===== src/rtl/constants.sv =====
// Shared instruction-set constants.
// INST_LEN : width of one PC or one instruction word. The pipeline payload
//            carries one of each, so the default payload is 2*INST_LEN bits.
`ifndef INST_LEN
`define INST_LEN 16
`endif


===== src/rtl/pipe_pkg.sv =====
// pipe_pkg -- constants and types shared by the pipeline-stage register.
//   INST_LEN    : PC / instruction field width, taken from `INST_LEN
//                 (constants.sv is its source; the fallback only covers a
//                 compile order where this package is read first)
//   PIPE_DATA_W : payload width, one PC plus one instruction
//   if_id_t     : packed {pc, instr} payload
//   PIPE_NOP    : all-zero payload, the NOP encoding
//   PIPE_BUBBLE : default value loaded on reset or flush
`ifndef INST_LEN
`define INST_LEN 16
`endif

package pipe_pkg;

    localparam int INST_LEN    = `INST_LEN;
    localparam int PIPE_DATA_W = 2 * INST_LEN;

    typedef struct packed {
        logic [INST_LEN-1:0] pc;
        logic [INST_LEN-1:0] instr;
    } if_id_t;

    localparam logic [INST_LEN-1:0] NOP_INSTR = '0;

    localparam if_id_t PIPE_NOP_ST = '{pc: '0, instr: NOP_INSTR};

    localparam logic [PIPE_DATA_W-1:0] PIPE_NOP    = PIPE_NOP_ST;
    localparam logic [PIPE_DATA_W-1:0] PIPE_BUBBLE = PIPE_NOP;

endpackage


===== src/rtl/pipe_skid_buf.sv =====
// pipe_skid_buf -- one-entry skid register for pipe_stage_reg.
// Only exists in the PIPE_SKID_EN build.
// Ports:
//   clk        : clock, rising edge
//   srst       : synchronous active-high reset (empties the entry)
//   flush      : synchronous squash of the entry (below srst in priority)
//   push       : capture push_data (only asserted while the entry is empty)
//   push_data  : payload to capture
//   pop        : entry is being moved into the main register
//   skid_valid : entry holds data
//   skid_data  : held payload
//   ready      : registered "entry empty", the stage's upstream ready
`ifdef PIPE_SKID_EN
module pipe_skid_buf
    import pipe_pkg::*;
#(
    parameter int DATA_W = PIPE_DATA_W
) (
    input  logic              clk,
    input  logic              srst,
    input  logic              flush,
    input  logic              push,
    input  logic [DATA_W-1:0] push_data,
    input  logic              pop,
    output logic              skid_valid,
    output logic [DATA_W-1:0] skid_data,
    output logic              ready
);

    logic              valid_q, valid_d;
    logic [DATA_W-1:0] data_q, data_d;
    logic              ready_q, ready_d;

    always_comb begin
        valid_d = valid_q;
        data_d  = data_q;
        if (flush) begin
            valid_d = 1'b0;
        end else if (push) begin
            valid_d = 1'b1;
            data_d  = push_data;
        end else if (pop) begin
            valid_d = 1'b0;
        end
        // Ready is the next-state emptiness, so it comes straight off a flop.
        ready_d = !valid_d;
    end

    always_ff @(posedge clk) begin
        if (srst) begin
            valid_q <= 1'b0;
            data_q  <= '0;
            ready_q <= 1'b1;
        end else begin
            valid_q <= valid_d;
            data_q  <= data_d;
            ready_q <= ready_d;
        end
    end

    assign skid_valid = valid_q;
    assign skid_data  = data_q;
    assign ready      = ready_q;

endmodule
`endif


===== src/rtl/pipe_stage_reg.sv =====
// pipe_stage_reg -- valid/ready pipeline register with flush and stall count.
// Build option: define PIPE_SKID_EN to add a one-entry skid register
// (pipe_skid_buf) and a registered in_ready; without it in_ready is
// combinational from out_ready.
// Ports:
//   clk       : clock, rising edge
//   Reset     : synchronous active-high reset (highest priority)
//   Flush     : synchronous squash of all held entries, loads BUBBLE
//   in_valid  / in_ready / in_data   : upstream handshake and payload
//   out_valid / out_ready / out_data : downstream handshake and payload
//   stall_cnt : saturating count of cycles with out_valid=1, out_ready=0
module pipe_stage_reg
    import pipe_pkg::*;
#(
    parameter int                DATA_W = PIPE_DATA_W,
    parameter logic [DATA_W-1:0] BUBBLE = DATA_W'(PIPE_BUBBLE),
    parameter int                CNT_W  = 16
) (
    input  logic              clk,
    input  logic              Reset,
    input  logic              Flush,
    input  logic              in_valid,
    output logic              in_ready,
    input  logic [DATA_W-1:0] in_data,
    output logic              out_valid,
    input  logic              out_ready,
    output logic [DATA_W-1:0] out_data,
    output logic [CNT_W-1:0]  stall_cnt
);

    logic              out_valid_q, out_valid_d;
    logic [DATA_W-1:0] out_data_q, out_data_d;
    logic [CNT_W-1:0]  stall_cnt_q, stall_cnt_d;

    logic              ready_base;
    logic              skid_valid;
    logic [DATA_W-1:0] skid_data;
    logic              stalled;
    logic              deliver;
    logic              accept;

    assign stalled = out_valid_q && !out_ready;
    assign deliver = out_valid_q && out_ready;

    // Reset and Flush gate ready so nothing is accepted in a cycle whose
    // data would be thrown away anyway.
    assign in_ready = ready_base && !Reset && !Flush;
    assign accept   = in_valid && in_ready;

`ifdef PIPE_SKID_EN
    logic skid_push;
    logic skid_pop;

    // A word accepted while main is held goes to the skid entry; the skid
    // entry refills main as soon as main delivers, preserving order.
    assign skid_push = accept && stalled;
    assign skid_pop  = deliver && skid_valid;

    pipe_skid_buf #(
        .DATA_W (DATA_W)
    ) u_skid (
        .clk        (clk),
        .srst       (Reset),
        .flush      (Flush),
        .push       (skid_push),
        .push_data  (in_data),
        .pop        (skid_pop),
        .skid_valid (skid_valid),
        .skid_data  (skid_data),
        .ready      (ready_base)
    );
`else
    assign skid_valid = 1'b0;
    assign skid_data  = BUBBLE;
    assign ready_base = !out_valid_q || out_ready;
`endif

    always_comb begin
        out_valid_d = out_valid_q;
        out_data_d  = out_data_q;
        stall_cnt_d = stall_cnt_q;

        // Saturating stall counter; Flush leaves it alone.
        if (stalled && (stall_cnt_q != '1)) begin
            stall_cnt_d = stall_cnt_q + CNT_W'(1);
        end

        if (Flush) begin
            out_valid_d = 1'b0;
            out_data_d  = BUBBLE;
        end else if (deliver && skid_valid) begin
            out_valid_d = 1'b1;
            out_data_d  = skid_data;
        end else if (accept && !stalled) begin
            // Covers both an empty main and deliver+accept on the same edge.
            out_valid_d = 1'b1;
            out_data_d  = in_data;
        end else if (deliver) begin
            // Data is left in place; only the valid bit drops.
            out_valid_d = 1'b0;
        end
    end

    always_ff @(posedge clk) begin
        if (Reset) begin
            out_valid_q <= 1'b0;
            out_data_q  <= BUBBLE;
            stall_cnt_q <= '0;
        end else begin
            out_valid_q <= out_valid_d;
            out_data_q  <= out_data_d;
            stall_cnt_q <= stall_cnt_d;
        end
    end

    assign out_valid = out_valid_q;
    assign out_data  = out_data_q;
    assign stall_cnt = stall_cnt_q;

endmodule


===== config.mk =====
export PLATFORM = sky130hd
export DESIGN_NAME = pipe_stage_reg
export DESIGN_NICKNAME = d
export VERILOG_FILES = /design/src/rtl/constants.sv /design/src/rtl/pipe_pkg.sv /design/src/rtl/pipe_skid_buf.sv /design/src/rtl/pipe_stage_reg.sv
export SDC_FILE = /design/constraint.sdc
export NUM_CORES = 1
export LEC_CHECK = 0
export CAP_MARGIN = 20
export CELL_PAD_IN_SITES_DETAIL_PLACEMENT = 1
export CELL_PAD_IN_SITES_GLOBAL_PLACEMENT = 2
export CORE_ASPECT_RATIO = 1.1
export CORE_MARGIN = 1.5
export CORE_UTILIZATION = 22
export DETAILED_ROUTE_END_ITERATION = 8
export PLACE_DENSITY = 0.83
export SETUP_SLACK_MARGIN = 0.05
export SYNTH_ARGS = -nofsm -noshare
export SYNTH_HDL_FRONTEND = slang
export SYNTH_SLANG_ARGS = --single-unit

===== constraint.sdc =====
create_clock -name clk -period 2.1 [get_ports clk]
set_clock_uncertainty 0.15 [all_clocks]
set_input_delay 0.315 -clock clk [delete_from_list [all_inputs] [get_ports clk]]
set_output_delay 0.315 -clock clk [all_outputs]
set_load 0.05 [all_outputs]

* Word level (Yosys, flattened, before mapping)
Cells that the tools add are included.
Widths: inputs -> output; s select.
** Word-level totals
- Register bits after elaboration :: 49
- Input bits :: 37
- Output and inout port bits :: 50
- Word-level logic and storage cells :: 22
** Cells by class
- Add/sub/neg operators :: 1
- Equality and inequality tests :: 1
- Muxes and demuxes :: 2
- Reductions and logical operators :: 15
** Operator list (count)
- $add 16x1->16 const B :: 1
- $ne 16x16->1 const B :: 1
- $logic_and 1x1->1 :: 7
- $logic_not 1->1 :: 5
- $mux 1 :: 2
- $reduce_bool 2->1 :: 1
- $reduce_or 2->1 :: 1
- $logic_or 1x1->1 :: 1

* Longest topological paths before layout
- Word-level depth :: 7
- Gate-level depth with buffers :: 7
- Gate-level depth less buffers :: 5

* Worst setup path before layout
No wires, ideal clock.
- Path type :: reg-to-reg
- From :: register stall_cnt_q[0], in the netlist stall_cnt[0]
- To :: register stall_cnt_q[10], in the netlist stall_cnt[10]
- Library setup time :: 70 ps
- Data arrival time :: 2063 ps
- Data required time :: 1880 ps
- Path slack :: -183 ps
- Stages on the path, launching flop included :: 6
- Clock period less this slack :: 2283 ps
- Cell sequence :: dfxtp_1 > ha_1 > nand3_2 > or3_1 > or4_1 > a21oi_1
** Between the ends
- Word-level cells in the longest chain between the ends :: 2
** RTL lines
- start, declared :: RTL line pipe_stage_reg.sv:33 : logic [CNT_W-1:0] stall_cnt_q, stall_cnt_d;
- start signal, assigned :: RTL line pipe_stage_reg.sv:112 : stall_cnt_q <= stall_cnt_d;
- parallel branches: the longest is 2 deep, another holds $add 16x1->16
Several ways; the timed one is not identified.
A chain may end at the register's enable or synchronous reset.

* Worst setup path in the final report
- From :: register stall_cnt_q[4], in the netlist stall_cnt[4]
- To :: output port stall_cnt[4]
** RTL lines
- end, declared :: RTL line pipe_stage_reg.sv:28 : output logic [CNT_W-1:0] stall_cnt
No word-level cell between the ends.

==> results.rst <==
.. list-table::
   :header-rows: 1

   * - Metric
     - Value
   * - Endpoints failing hold
     - 0
   * - Ratio of cells with drive above 1 in the final layout
     - 12.6%
   * - Kind of launch point of the worst setup path
     - register
   * - Standard cell with the maximum stage delay on the critical path
     - sky130_fd_sc_hd__clkdlybuf4s50_1
   * - Buffers on Ports
     - 86
   * - Buffers & Inverters on Critical Path
     - 1
   * - Cell type with the highest aggregate area in the netlist
     - sky130_fd_sc_hd__dfxtp_1
   * - Switching power share of the total
     - 23.9%
   * - N_diodes
     - 0
   * - Startpoint-to-endpoint class of the critical path
     - reg2out
   * - Width of the chip
     - 93.9 um
   * - Number of vias per cell after detailed routing
     - 4.66
   * - Number of clock buffers inserted by TritonCTS
     - 5
   * - Total power
     - 2.04 mW
   * - Mean Syn Cell Area
     - 8.09 um^2
   * - Initial antenna violation count
     - 0
   * - Worst Hold Endpoint
     - out_data[14]$_SDFFE_PP0P_
   * - Part of the Yosys area used for sequential elements
     - 49.1%
   * - Endpoint class of the critical path
     - output pin
   * - Ordered list of cells on the worst path
     - clkdlybuf4s50_1
   * - Worst hold path depth
     - 2
   * - Area Overhead vs Synth
     - 61.6%
   * - Yosys warning total
     - 0
   * - Gate count after technology mapping
     - 247
   * - Mapped cell area
     - 2000 um^2
   * - Most frequent cells after synthesis
     - sky130_fd_sc_hd__nand2_1, sky130_fd_sc_hd__dfxtp_1, sky130_fd_sc_hd__o21ai_0
   * - Final Critical Period
     - 1.97 ns
   * - Worst EP required
     - 1.63 ns
   * - Tightest Pin Transition
     - 0.527 ns
   * - Max-slew violation count
     - 0
   * - Gate family responsible for the most delay along the worst path
     - buffers and inverters
   * - Worst min-delay path category
     - reg2reg
   * - Pin count of the biggest net entering global routing
     - 65
   * - Starting Density
     - 22.6%
   * - Clk root buf
     - sky130_fd_sc_hd__clkbuf_8
   * - Clock transition at path regs
     - 0.09 ns
   * - Sink Count
     - 49
   * - Count of state elements after synthesis
     - 49
   * - Switching power summed over all nets
     - 0.486 mW
   * - Number of global-route vias before repair
     - 2175
   * - Max H-tree Level
     - 2
   * - Core Region
     - 8830 um^2
   * - Number of hold buffers added after cts
     - 0
   * - Most frequent cell after synthesis
     - sky130_fd_sc_hd__nand2_1
   * - CP peak stage delay
     - 0.82 ns
   * - Average wire length per cell after detail routing
     - 13.4 um
   * - Buffers from clock root to sink, at most
     - 2
   * - Wire length of the first global-routing pass
     - 10100 um
   * - Clock latency on the worst-skew pair
     - 0.29 ns
   * - Worst-case reg-to-reg path depth
     - 5
   * - Post-detailed-routing wire length
     - 6080 um
   * - Total power divided by cell area
     - 630 nW/um^2
   * - Slew margin rel.
     - 64.5%
   * - Number of nets in the layout
     - 378
   * - Prevailing post-synth register cell
     - sky130_fd_sc_hd__dfxtp_1
   * - Number of enable flip-flop cells after synthesis
     - 0
   * - Clock network power share
     - 38.7%
   * - Total DRC errors in the routed layout
     - 0
   * - Number of nets produced by synthesis
     - 285
   * - Count of nets left with antenna violations after detail routing
     - 0
   * - Dpl hpwl
     - 4510 um
   * - Setup slack of the most critical reg-to-reg path
     - 0.17 ns
   * - Core Rows
     - 36
   * - Ys async rst share
     - 0%
   * - Data arrival time of the critical path
     - 1.51 ns
   * - Iteration-0 DRC Markers
     - 42
   * - Sequential power share
     - 47.6%
   * - Area share of the largest cell type after synthesis
     - 49.1%
   * - Share of the clock period used by the worst path
     - 94.0%
   * - Congestion Overflow GR
     - 0
   * - Critical register-to-register path endpoint
     - stall_cnt[10]$_SDFFE_PP0P_
   * - # Max-Cap Violations
     - 0
   * - Power share of the combinational group
     - 13.7%
   * - TritonCTS clock tree
     - built
   * - Final GP Congestion
     - 0.736
   * - IR drop worst, VDD
     - 0.460 mV
   * - Die area
     - 9670 um^2
   * - Worst Min Path Start
     - out_data[14]$_SDFFE_PP0P_
   * - Post-place instance area
     - 3080 um^2
   * - RSZ-0062 raised after global routing
     - false
   * - Detailed-route via count
     - 2119
   * - Largest cells by area after synthesis
     - sky130_fd_sc_hd__dfxtp_1, sky130_fd_sc_hd__nand2_1, sky130_fd_sc_hd__o21ai_0
   * - Cell-internal power
     - 1.55 mW
   * - Number of iterations in the first detailed-routing pass
     - 4
   * - Highest attainable clock frequency
     - 0.507 GHz
   * - Die Span Y
     - 103 um
   * - Final design area excluding fillers
     - 3230 um^2
   * - Static leakage power
     - 1.20 nW
   * - Overall routing resource usage
     - 12.9%
   * - Count of distinct cell types in the synthesized netlist
     - 35
   * - Outcome
     - completed
   * - Total of endpoints with negative setup slack in the final report
     - 0
   * - Reg-to-Reg Start
     - stall_cnt[0]$_SDFFE_PP0P_
   * - Critical path fanouts, max
     - 7
   * - Top Ports
     - 87
worst max path at each step:
stage / depth (start not counted) / slack [ns] / end / from
after detailed placement: 5 / -0.15 / stall_cnt[11]$_SDFFE_PP0P_ / out_ready
final: 1 / 0.13 / stall_cnt[4] / stall_cnt[4]$_SDFFE_PP0P_
after global placement: 5 / -0.11 / stall_cnt[11]$_SDFFE_PP0P_ / out_ready
after floorplan: 4 / -0.04 / stall_cnt[10]$_SDFFE_PP0P_ / stall_cnt[2]$_SDFFE_PP0P_
after global routing: 1 / 0.06 / stall_cnt[4] / stall_cnt[4]$_SDFFE_PP0P_
after CTS: 1 / 0.05 / stall_cnt[7] / stall_cnt[7]$_SDFFE_PP0P_
metrics by stage:
| stage | setup TNS (ns) | hold slack [ns] | setup slack, ns | std cells | utilization [%] |
|---|---|---|---|---|---|
| CTS | 0 | 0.317 | 0.0501 | 454 | 36.3 |
| finish | 0 | 0.311 | 0.127 | 455 | 36.6 |
| global placement | -0.253 | 0.293 | -0.109 | 446 | 34.8 |
| floorplan | -0.0446 | 0.274 | -0.0446 | 247 | - |
| global route | 0 | 0.349 | 0.0598 | 455 | 36.6 |
| detailed placement | -0.371 | 0.304 | -0.151 | 446 | 34.8 |
power groups by stage:
stage | combinational [mW] | sequential, mW | clock [mW]
2_1_floorplan | 0.0516 | 1.08 | 0
3_3_place_gp | 0.279 | 0.989 | 0
3_5_place_dp | 0.282 | 0.990 | 0
4_1_cts | 0.283 | 0.969 | 0.824
5_1_grt | 0.298 | 0.972 | 0.867
6_report | 0.279 | 0.968 | 0.789
worst reg2reg max path, delay by kind of cell (launching register included):
family | cells | cell delay, ns
AO/OA/AOI/OAI | 1 | 0.14
AND/OR/NAND/NOR | 3 | 0.97
flip-flops | 1 | 0.37
adder cells (fa/ha/maj) | 1 | 0.23
state kept, by name, indices dropped and copies added, names as in the netlist:
| signal | flops |
|---|---|
| out_valid | 1 |
| stall_cnt | 16 |
| out_data | 32 |
cell families (layout without fill, tap and decap cells):
| family | Yosys count | count (layout) | share of synthesized area [%] |
|---|---|---|---|
| simple gates | 117 | 117 | 28.8 |
| fa+ha+maj | 1 | 1 | 0.626 |
| mux | 2 | 2 | 1.06 |
| flops | 49 | 49 | 49.1 |
| compound gates | 60 | 60 | 16.6 |
| buf+inv | 18 | 112 | 3.82 |
repair_timing:
action                                  CTS  global route
pin swaps                                 0             1
buffers inserted                          0             1
gates resized for setup                   4             6
endpoints found under the setup margin    4             7
area by class of cell:
type,count,area [um^2]
clock inverters,3,65.1
well taps,114,143
flip-flops and latches,49,990
repair buffers,101,996
clock buffers,5,68.8
multi-input cells,180,957
inverters,3,11.3
fillers,1073,5600
cell usage in the layout (no fill, tap or decap), types with 2 or more instances in the layout:
| master | n |
|---|---|
| sky130_fd_sc_hd__dlymetal6s2s_1 | 5 |
| sky130_fd_sc_hd__inv_1 | 3 |
| sky130_fd_sc_hd__clkdlybuf4s50_1 | 73 |
| sky130_fd_sc_hd__nor4_2 | 2 |
| sky130_fd_sc_hd__dlygate4sd2_1 | 4 |
| sky130_fd_sc_hd__o31ai_1 | 5 |
| sky130_fd_sc_hd__nand2_1 | 71 |
| sky130_fd_sc_hd__o21ai_0 | 37 |
| sky130_fd_sc_hd__a21oi_1 | 12 |
| sky130_fd_sc_hd__dfxtp_1 | 42 |
| sky130_fd_sc_hd__nor4_1 | 2 |
| sky130_fd_sc_hd__or4_1 | 6 |
| sky130_fd_sc_hd__or3_1 | 5 |
| sky130_fd_sc_hd__buf_4 | 17 |
| sky130_fd_sc_hd__buf_12 | 2 |
| sky130_fd_sc_hd__bufinv_16 | 2 |
| sky130_fd_sc_hd__and3_1 | 2 |
| sky130_fd_sc_hd__and4b_1 | 2 |
| sky130_fd_sc_hd__nand3_1 | 5 |
| sky130_fd_sc_hd__o41ai_1 | 3 |
| sky130_fd_sc_hd__nand4_1 | 6 |
| sky130_fd_sc_hd__clkbuf_8 | 5 |
| sky130_fd_sc_hd__dfxtp_2 | 7 |
| sky130_fd_sc_hd__nor2b_1 | 2 |
| sky130_fd_sc_hd__nor2_1 | 3 |
layer usage:
metal / GRT usage, % / wire [um] / up-vias
met5: 0 / 0 / -
met4: 2.41 / 35 / 0
met3: 5.01 / 471 / 4
met2: 22.6 / 3020 / 59
met1: 15.1 / 2560 / 1003
li1: - / - / 1053
(Power assumes the default switching activity.)
==> RTL change: new RTL, config.mk and constraints unchanged <==
Add a define of `PIPE_SKID_EN`.
--- a/src/rtl/pipe_skid_buf.sv
+++ b/src/rtl/pipe_skid_buf.sv
@@ -11,4 +11,6 @@
 //   skid_data  : held payload
 //   ready      : registered "entry empty", the stage's upstream ready
+`define PIPE_SKID_EN
+
 `ifdef PIPE_SKID_EN
 module pipe_skid_buf
Behaviour: not the same (a bounded check fails within 4 cycles, from zero or initial values and one cycle with Reset high).
==> RTL change against the unedited design <==
Final area rose by 60%. Setup slack worse by 37 ps. Sequential share of layout area increased by 1.6 points. Count of clock-buffer cells in the layout rose by 7. Sequential cell count up 34. Wire length rose by 75%. Clock power rose by 120%. Power up 81%. Synthesized area grew 81%. Die area rose by 78%. Utilization shrank 3.9 points. Critical path type unchanged. Highest routed layer unchanged.
==> RTL change: results (changes against the unedited design) <==
* Outcome: finished clean
* WHS Path Cells at 3 (+1)
* Placed inst area at 4840 um^2 (+57%)
* Vias per cell at 4.57 (-1.8%)
* Comb power at 0.330 mW (+18%)
* Min-Delay Path Class: in2reg
* Setup crit start: stall_cnt[2]$_SDFFE_PP0P_
* Largest net degree at the start of global routing at 51 (-22%)
* First-pass GRT wire length at 17400 um (+73%)
* Placed insts at 677 (+52%)
* Hold Startpoint: Reset
* Insertion delay of the later-clocked pin in the worst-skew pair at 340 ps (+50 ps)
* Post-Syn Instances at 392 (+59%)
* Tot GR Track Use at 12.9% (-0.052 points)
* P&R area growth vs syn at 43.2%
* Peak supply drop at 0.322 mV (-30%)
* Worst Path Arrival at 1550 ps (+40 ps)
* R2r endpoint: stall_cnt[14]$_SDFFE_PP0P_
* Sw Ratio at 22.7% (-1.1 points)
* Hold path endpoint: u_skid.skid_valid$_SDFF_PP0_
* Final Hold Slack at 152 ps (-159 ps)
* Syn Nets at 430 (+51%)
* Clock Tree Root: clkbuf_16
* H-tree levels at 3 (+1)
* Overall power at 3.67 mW (+81%)
* Vias in the first global route at 3312 (+52%)
* Hpwl dp at 7530 um (+67%)
* Main area contributors after synthesis: dfxtp_1 46%, a211oi_2 9.7%, mux2i_1 8.9%
* Routed len/inst at 15.3 um (+14%)
* Slew @ Worst Pin at 596 ps (+68.7 ps)
* CTS Buf Count at 9 (+4)
* Placer Congestion at 0.791 (+7.4%)
* Distinct cell type count after synthesis at 45 (+29%)
* Synth cell count leaders: 83 x dfxtp_1, 66 x nand2_1, 44 x a21oi_1
* Sequential-to-total area share from yosys stat at 46.0% (-3.1 points)
* Nets at 527 (+39%)
* Clock Power Share at 47.4% (+8.7 points)
* DR iter-0 viols at 110 (+160%)
* Share of cells above drive strength 1 at 18.6% (+6.0 points)
RTL change: changes by cell type after synthesis, sizes merged, moves of 5 or more:
cell    before  now
nor2         4   41
dfxtp       49   83
a211oi       0   33
a21oi       12   44
mux2i        1   32
o21ai       37    6
buf          3   11
nand2       71   66
RTL change: worst min-delay path: cells and delay by family:
family / cells / cell delay [ps]
buffers and inverters: 1 / 110
and+or+nand+nor: 1 / 50
AOI/OAI and AO/OA: 1 / 110
RTL change: metal layers:
metal | wire length [um] | part of all wire, % | up-vias | GRT usage, %
li1 | - | - | 1587 | -
met1 | 4820 | 45 | 1519 | 15.6
met2 | 5180 | 49 | 60 | 22.0
met3 | 487 | 4.6 | 12 | 3.61
met4 | 136 | 1.3 | 0 | 4.36
met5 | 0 | 0 | - | 0
RTL change: worst max path at each step:
stage	end	slack (ps)
final	stall_cnt[2]	90
after global routing	stall_cnt[14]$_SDFFE_PP0P_	50
after CTS	stall_cnt[4]	60
after detailed placement	out_data[1]$_SDFFE_PP0P_	-270
after global placement	u_skid.skid_data[13]$_SDFFE_PP0P_	-170
after floorplan	stall_cnt[7]$_SDFFE_PP0P_	20
RTL change: cell families after synthesis:
kind of cell	count (synthesis)	share of synthesized area, %
buffers and inverters	29	4.08
AND/OR/NAND/NOR	145	18.3
flip-flops	83	46.0
AO/OA/AOI/OAI	97	21.1
XOR/XNOR	3	0.727
multiplexers	34	9.48
adder cells (fa/ha/maj)	1	0.346
RTL change: area by class of cell:
type,instances,area [um^2]
Fill cell,1838,10700
Clock inverter,4,72.6
Sequential cell,83,1670
Multi-Input combinational cell,280,1820
Timing Repair Buffer,113,1100
Antenna cell,1,2.50
Clock buffer,12,256
Tap cell,200,250
Inverter,2,7.51
